### src/rtl/cpu_pkg.sv
// Shared datapath definitions: logic-unit op encoding and default data width.
package cpu_pkg;

  localparam int unsigned DATA_W = 16;

  typedef enum logic [2:0] {
    OP_AND  = 3'b000,
    OP_OR   = 3'b001,
    OP_XOR  = 3'b010,
    OP_NAND = 3'b011,
    OP_NOR  = 3'b100,
    OP_XNOR = 3'b101,
    OP_NOT  = 3'b110,
    OP_ACCX = 3'b111
  } logic_op_t;

endpackage

### src/rtl/logic_op_comb.sv
// Combinational bitwise op evaluator with zero/parity flags of the result.
module logic_op_comb
  import cpu_pkg::*;
#(
  parameter int unsigned WIDTH = DATA_W
) (
  input  logic_op_t        op,
  input  logic [WIDTH-1:0] a,
  input  logic [WIDTH-1:0] b,
  input  logic [WIDTH-1:0] acc_eff,
  output logic [WIDTH-1:0] result,
  output logic             zero,
  output logic             parity
);

  always_comb begin
    result = '0;
    case (op)
      OP_AND:  result = a & b;
      OP_OR:   result = a | b;
      OP_XOR:  result = a ^ b;
      OP_NAND: result = ~(a & b);
      OP_NOR:  result = ~(a | b);
      OP_XNOR: result = ~(a ^ b);
      OP_NOT:  result = ~a;
      OP_ACCX: result = acc_eff ^ a;
    endcase
  end

  assign zero   = (result == '0);
  assign parity = ^result;

endmodule

### src/rtl/logic_unit_pipe.sv
// Registered bitwise logic unit with valid/ready handshake, XOR accumulator
// and wrapping accepted-operation counter.
module logic_unit_pipe
  import cpu_pkg::*;
#(
  parameter int unsigned WIDTH = DATA_W,
  parameter int unsigned CNT_W = 16
) (
  input  logic             clk,
  input  logic             rst_n,
  input  logic             in_valid,
  output logic             in_ready,
  input  logic [2:0]       op,
  input  logic [WIDTH-1:0] a,
  input  logic [WIDTH-1:0] b,
  input  logic             acc_clr,
  output logic             out_valid,
  input  logic             out_ready,
  output logic [WIDTH-1:0] y,
  output logic             zero,
  output logic             parity,
  output logic [WIDTH-1:0] acc,
  output logic [CNT_W-1:0] op_cnt
);

  logic_op_t        op_sel;
  logic             accept;
  logic [WIDTH-1:0] acc_eff;
  logic [WIDTH-1:0] result;
  logic             res_zero;
  logic             res_parity;

  assign op_sel   = logic_op_t'(op);
  assign in_ready = !out_valid || out_ready;
  assign accept   = in_valid && in_ready;
  assign acc_eff  = acc_clr ? '0 : acc;

  logic_op_comb #(.WIDTH(WIDTH)) u_op (
    .op      (op_sel),
    .a       (a),
    .b       (b),
    .acc_eff (acc_eff),
    .result  (result),
    .zero    (res_zero),
    .parity  (res_parity)
  );

  always_ff @(posedge clk or negedge rst_n) begin
    if (!rst_n) begin
      out_valid <= 1'b0;
      y         <= '0;
      zero      <= 1'b0;
      parity    <= 1'b0;
      op_cnt    <= '0;
    end else if (accept) begin
      out_valid <= 1'b1;
      y         <= result;
      zero      <= res_zero;
      parity    <= res_parity;
      op_cnt    <= op_cnt + CNT_W'(1);
    end else if (out_ready) begin
      out_valid <= 1'b0;
    end
  end

  // Accumulator is decoupled from the output stall so acc_clr always lands.
  always_ff @(posedge clk or negedge rst_n) begin
    if (!rst_n) begin
      acc <= '0;
    end else if (accept && op_sel == OP_ACCX) begin
      acc <= result;
    end else if (acc_clr) begin
      acc <= '0;
    end
  end

endmodule
### config.mk
export PLATFORM = sky130hd
export DESIGN_NAME = logic_unit_pipe
export DESIGN_NICKNAME = d
export VERILOG_FILES = /design/src/rtl/cpu_pkg.sv /design/src/rtl/logic_op_comb.sv /design/src/rtl/logic_unit_pipe.sv
export SDC_FILE = /design/constraint.sdc
export NUM_CORES = 1
export LEC_CHECK = 0
export CAP_MARGIN = 25
export CORE_UTILIZATION = 50
export CTS_CLUSTER_SIZE = 14
export DETAILED_ROUTE_END_ITERATION = 12
export PLACE_DENSITY = 0.79
export SYNTH_ARGS = -nofsm -noshare
export SYNTH_HDL_FRONTEND = slang
export SYNTH_SLANG_ARGS = --single-unit
### constraint.sdc
create_clock -name clk -period 5.15 [get_ports clk]
set_input_delay 1.03 -clock clk [delete_from_list [all_inputs] [get_ports clk]]
set_output_delay 1.03 -clock clk [all_outputs]
set_load 0.01 [all_outputs]
* Word level (Yosys, flattened, before mapping)
Index checks and enable logic that the tools add are counted.
Widths: inputs -> output; s select.
** Storage, ports and cells
- Output and inout bits :: 52
- Register bits :: 51
- Logic and storage cells :: 35
- Bits of input ports :: 40
** Operators by class
- Muxes and demuxes :: 5
- Reduce and logical (&&, ||, !) cells :: 8
- Bitwise gates (word level) :: 8
- Eq/ne operators :: 7
- Add/sub/neg operators :: 1
** Operator list (count)
- $pmux 16 s8 :: 1
- $not 16->16 :: 4
- $mux 16 :: 2
- $xor 16x16->16 :: 2
- $add 16x1->16 const B :: 1
- $and 16x16->16 :: 1
- $logic_not 16->1 :: 1
- $or 16x16->16 :: 1
- $reduce_xor 16->1 :: 1
- $eq 3x3->1 const B :: 4
- $eq 3x2->1 const B :: 2
- $eq 3x1->1 const B :: 1
- $logic_not 3->1 :: 1
- $logic_and 1x1->1 :: 2
- $mux 1 :: 2
- $reduce_bool 2->1 :: 1
- $logic_not 1->1 :: 1
- $logic_or 1x1->1 :: 1

* Depth between registers and ports, before layout
- Depth in word-level cells :: 5
- Depth in mapped cells :: 12

* By module
From an unflattened synthesis, not the netlist that was laid out.
** Second synthesis, totals
- Cells, all modules :: 504
- Area total of the unflattened synthesis :: 4300.4 µm²
** Modules (own cells, without submodules)
- logic_unit_pipe :: area an instance 2205.9 µm², cells each 194, times used 1
- logic_op_comb :: area an instance 2094.5 µm², cells each 310, times used 1

* Worst setup path before layout
OpenSTA, ideal clock, no wires.
- Path kind :: input -> register
- From :: in a[6]
- To :: reg parity
- Path buffers :: 0
- Arrival :: 2.864 ns
- Slack :: 2.157 ns
- Library setup time :: 0.128 ns
- Stages on the path :: 11
- Required time :: 5.022 ns
- Cells stage by stage :: inv_1 -> ha_1 -> nor3b_1 -> a211oi_1 -> o22a_1 -> a22o_1 -> ha_1 -> xnor2_1 -> xnor2_1 -> xnor2_1 -> o21ai_0
** On the way
- Cells in the longest elaborated chain, start to end :: 4
- Elaborated cells on any way between the ends :: 10
- Those cells by class :: mux: 1; bitwise: 8; reduce/logical: 1
** RTL lines
- start: declaration :: line logic_unit_pipe.sv:14 : input logic [WIDTH-1:0] a,
- $xor 16x16->16 (tied with other cells) :: line logic_op_comb.sv:21, logic_op_comb.sv:24
- $not 16->16 (on tied branches) :: line logic_op_comb.sv:24, logic_op_comb.sv:22, logic_op_comb.sv:23
- $pmux 16 s8 (*) :: line logic_op_comb.sv:18 : case (op)
- $reduce_xor 16->1 (*) :: line logic_op_comb.sv:31 : assign parity = ^result;
- end signal: assignment :: line logic_unit_pipe.sv:59 : parity <= res_parity;
- end: declaration :: line logic_unit_pipe.sv:21 : output logic parity,
Mark *: on every way between the ends. The rest lies on a longest branch, timed or not.
A chain may end at the register's enable or synchronous reset.

* Worst setup path in the final report
- From :: in op[0]
- To :: reg parity
** On the way
- Cells in the longest elaborated chain, start to end :: 3
- Elaborated cells on any way between the ends :: 10
- Those cells by class :: eq/ne: 7; mux: 1; reduce/logical: 2
** RTL lines
- start: declaration :: line logic_unit_pipe.sv:13 : input logic [2:0] op,
- $eq 3x3->1 (tied with other cells) :: line logic_op_comb.sv:18
- $pmux 16 s8 (*) :: line logic_op_comb.sv:18
- $reduce_xor 16->1 (*) :: line logic_op_comb.sv:31
Marked as above.

==> flow_metrics.tcl <==
set metrics [dict create \
    postLayoutCellArea_sq_mm 0.00514 \
    place.gp.congestion 0.863 \
    ys_types 49 \
    async_flop_share 1.00 \
    cts_sinks 51 \
    pre_cts_ws_ps 958 \
    p_seq_frac 0.411 \
    grt_pass1_vias 3533 \
    clk_path_buf_depth 2 \
    cts_setup_buffers 0 \
    synthTopCellsByCount "51 x dfrtp_1, 42 x xnor2_1, 41 x ha_1" \
    setup_viol 0 \
    syn_area_per_cell_sq_um 9.00 \
    hold_viol_final 0 \
    die_w_um 92.7 \
    worstPathArrival_ps 4070 \
    clkPwrFrac 0.202 \
    r2r_cells 9 \
    antenna_found_initial 0 \
    worstReg2RegStart "acc[8]" \
    syn_to_final_growth_pct 25.0 \
    power.share.switching 0.349 \
    cts_tree "built" \
    grt_usage 0.239 \
    hpwlAfterDp_mm 7.22 \
    initial_core_util 0.524 \
    start_kind "input port" \
    total_power_mw 1.25 \
    viasPerCell 5.52 \
    period_needed_ps 3880 \
    first_iter_violations 176 \
    synth_top_area_cell "dfrtp_1" \
    syn-instance-count 457 \
    dieArea_sq_mm 0.00859 \
    io_pins 92 \
    worst_setup_path_end_kind "flop" \
    fmax_mhz 258 \
    synth_edf_count 0 \
    fin_nets 618 \
    grt_pass1_wl_mm 16.5 \
    ys_warn_count 0 \
    rsz0062_at_grt "false" \
    rows 32 \
    worstReg2RegEnd "parity" \
    diodes 0 \
    ys.flop_type "dfrtp_1" \
    ys_ff_latch 51 \
    layout_setup_ws_ps 1270 \
    synth.net_count 538 \
    numCtsBuffers 5 \
    synth.most_common_cell "dfrtp_1" \
    hold-worst-slack_ps 477 \
    crit_required_ps 5340 \
    p_int_mw 0.816 \
    core_sq_mm 0.00785 \
    tightest_slew_ps 890 \
    syn_area_sq_mm 0.00411 \
    synth_area_leaders "dfrtp_1 31%, ha_1 12%, xnor2_1 8.9%" \
    h-tree-depth 2 \
    clk_pin_slew_ps 110 \
    routedWlPerCell_um 15.3 \
    firstDrtPassIters 4 \
    path_class "input port to flop" \
    slew_viol_final 0 \
    cts-resized-gates 0 \
    grt_overflow 0 \
    worst_ir_drop_vdd_mv 0.141 \
    hold_depth 1 \
    seq_area_frac_synth 0.310 \
    io_buffer_count 91 \
    critPathMaxFanout 28 \
    p_leak_nw 2.35 \
    ant_nets 0 \
    route.detailed.drc 0 \
    final_layout_size_suffix_gt1_frac 0.0613 \
    fin_setup_tns_ps 0 \
    holdCritPathClass "flop to flop" \
    net-switching-power_mw 0.437 \
    fp.dieH_um 92.7 \
    pwr-share-comb 0.388 \
    holdPathEnd "op_cnt[15]" \
    status "finished clean" \
    place_area_sq_mm 0.00504 \
    regToRegSetupSlack_ps 2790 \
    cap_viol_max_count 0 \
    clk_latency_ps 310 \
    min-delay-start "op_cnt[15]" \
    cellPowerDensity_mw_per_mm2 244 \
    cts.root.buffer_cell "clkbuf_8" \
    finalClockSkew_ps 13.0 \
    grt_max_degree 52 \
    slew_headroom 0.407 \
    routed-via-count 3535 \
    cts_hold_buf 0 \
    synth_top_area_share 0.310 \
    min_period_over_period 0.753 \
    drt-total-wl_mm 9.79 \
]
-- sequential cells by signal, indices dropped and copies added, names as in the netlist --
register   cells
y             16
op_cnt        16
acc           16
parity         1
out_valid      1
zero           1
-- metrics by stage --
stage	instances	util
4_1_cts	640	0.655
3_3_place_gp	632	0.643
6_report	640	0.655
2_1_floorplan	457	-
5_1_grt	640	0.655
3_5_place_dp	632	0.643
-- cell usage in the layout, fill, tap and decap left out, types with 2 or more instances in the layout --
master / synthesis / routed
nor2_1: 40 / 40
a22o_1: 2 / 2
a211oi_1: 7 / 7
mux2i_1: 33 / 33
nand3_1: 6 / 6
buf_2: 8 / 2
mux2_2: 3 / 3
clkinv_4: 0 / 2
o31ai_2: 3 / 3
inv_1: 35 / 35
a21oi_1: 9 / 9
a211o_1: 13 / 13
nor3b_1: 3 / 3
xnor2_1: 42 / 42
o22ai_1: 3 / 3
nor2b_1: 11 / 11
o31ai_1: 3 / 3
or3_1: 4 / 4
o21ai_1: 10 / 10
nand2b_1: 8 / 8
dfrtp_1: 51 / 51
and4_1: 3 / 3
xor2_1: 3 / 3
clkbuf_8: 0 / 5
o21ai_0: 31 / 31
nor3_1: 2 / 2
and3_1: 3 / 3
clkdlybuf4s50_1: 0 / 89
nand4_1: 5 / 5
and2_1: 2 / 2
ha_1: 41 / 41
nand2_1: 38 / 38
and2b_1: 2 / 2
buf_4: 8 / 7
-- worst max path at each step --
stage                     startpoint  cells after the start  endpoint
after floorplan                 a[6]                     11    parity
after detailed placement       op[0]                      9    parity
after CTS                      op[0]                      9    parity
after global routing           op[0]                     12    parity
after global placement         op[0]                      9    parity
final                          op[0]                      9    parity
-- worst max-delay path: stages --
cell,delay [ps]
clkdlybuf4s50_1,970
buf_4,420
mux4_2,550
a21o_1,230
ha_1,320
xnor2_1,170
xnor2_1,150
xnor2_1,130
o21ai_0,80
-- final cells by class --
type / instances / area (sq um)
Inverter: 36 / 135
Fill cell: 673 / 2710
Clock inverter: 3 / 28.8
Multi-Input combinational cell: 345 / 2550
Clock buffer: 5 / 68.8
Tap cell: 102 / 128
Sequential cell: 51 / 1280
Timing Repair Buffer: 98 / 953
-- metal layers --
| layer | up-vias | track usage | share of wire |
|---|---|---|---|
| met2 | 115 | 0.393 | 0.47 |
| met4 | 0 | 0.0782 | 0.015 |
| li1 | 1724 | - | - |
| met5 | - | 0 | 0 |
| met1 | 1684 | 0.319 | 0.45 |
| met3 | 12 | 0.0419 | 0.063 |
-- cell families (layout without fill, tap and decap cells) --
kind of cell | count (synthesis) | after routing | share of synthesized area
AOI/OAI and AO/OA | 90 | 90 | 0.146
xor gates and xnor gates | 45 | 45 | 0.0959
adders and majority gates | 41 | 41 | 0.125
buffers and inverters | 61 | 142 | 0.0691
DFF | 51 | 51 | 0.310
muxes | 37 | 37 | 0.0940
and+or+nand+nor | 132 | 132 | 0.160
-- power by group through the flow --
stage | clock network, mW | registers [mW] | logic (mW)
2_1_floorplan | 0 | 0.537 | 0.250
3_3_place_gp | 0 | 0.519 | 0.469
3_5_place_dp | 0 | 0.523 | 0.486
4_1_cts | 0.259 | 0.515 | 0.488
5_1_grt | 0.283 | 0.522 | 0.533
6_report | 0.253 | 0.514 | 0.486
No activity file was read; power rests on OpenSTA's default activity.
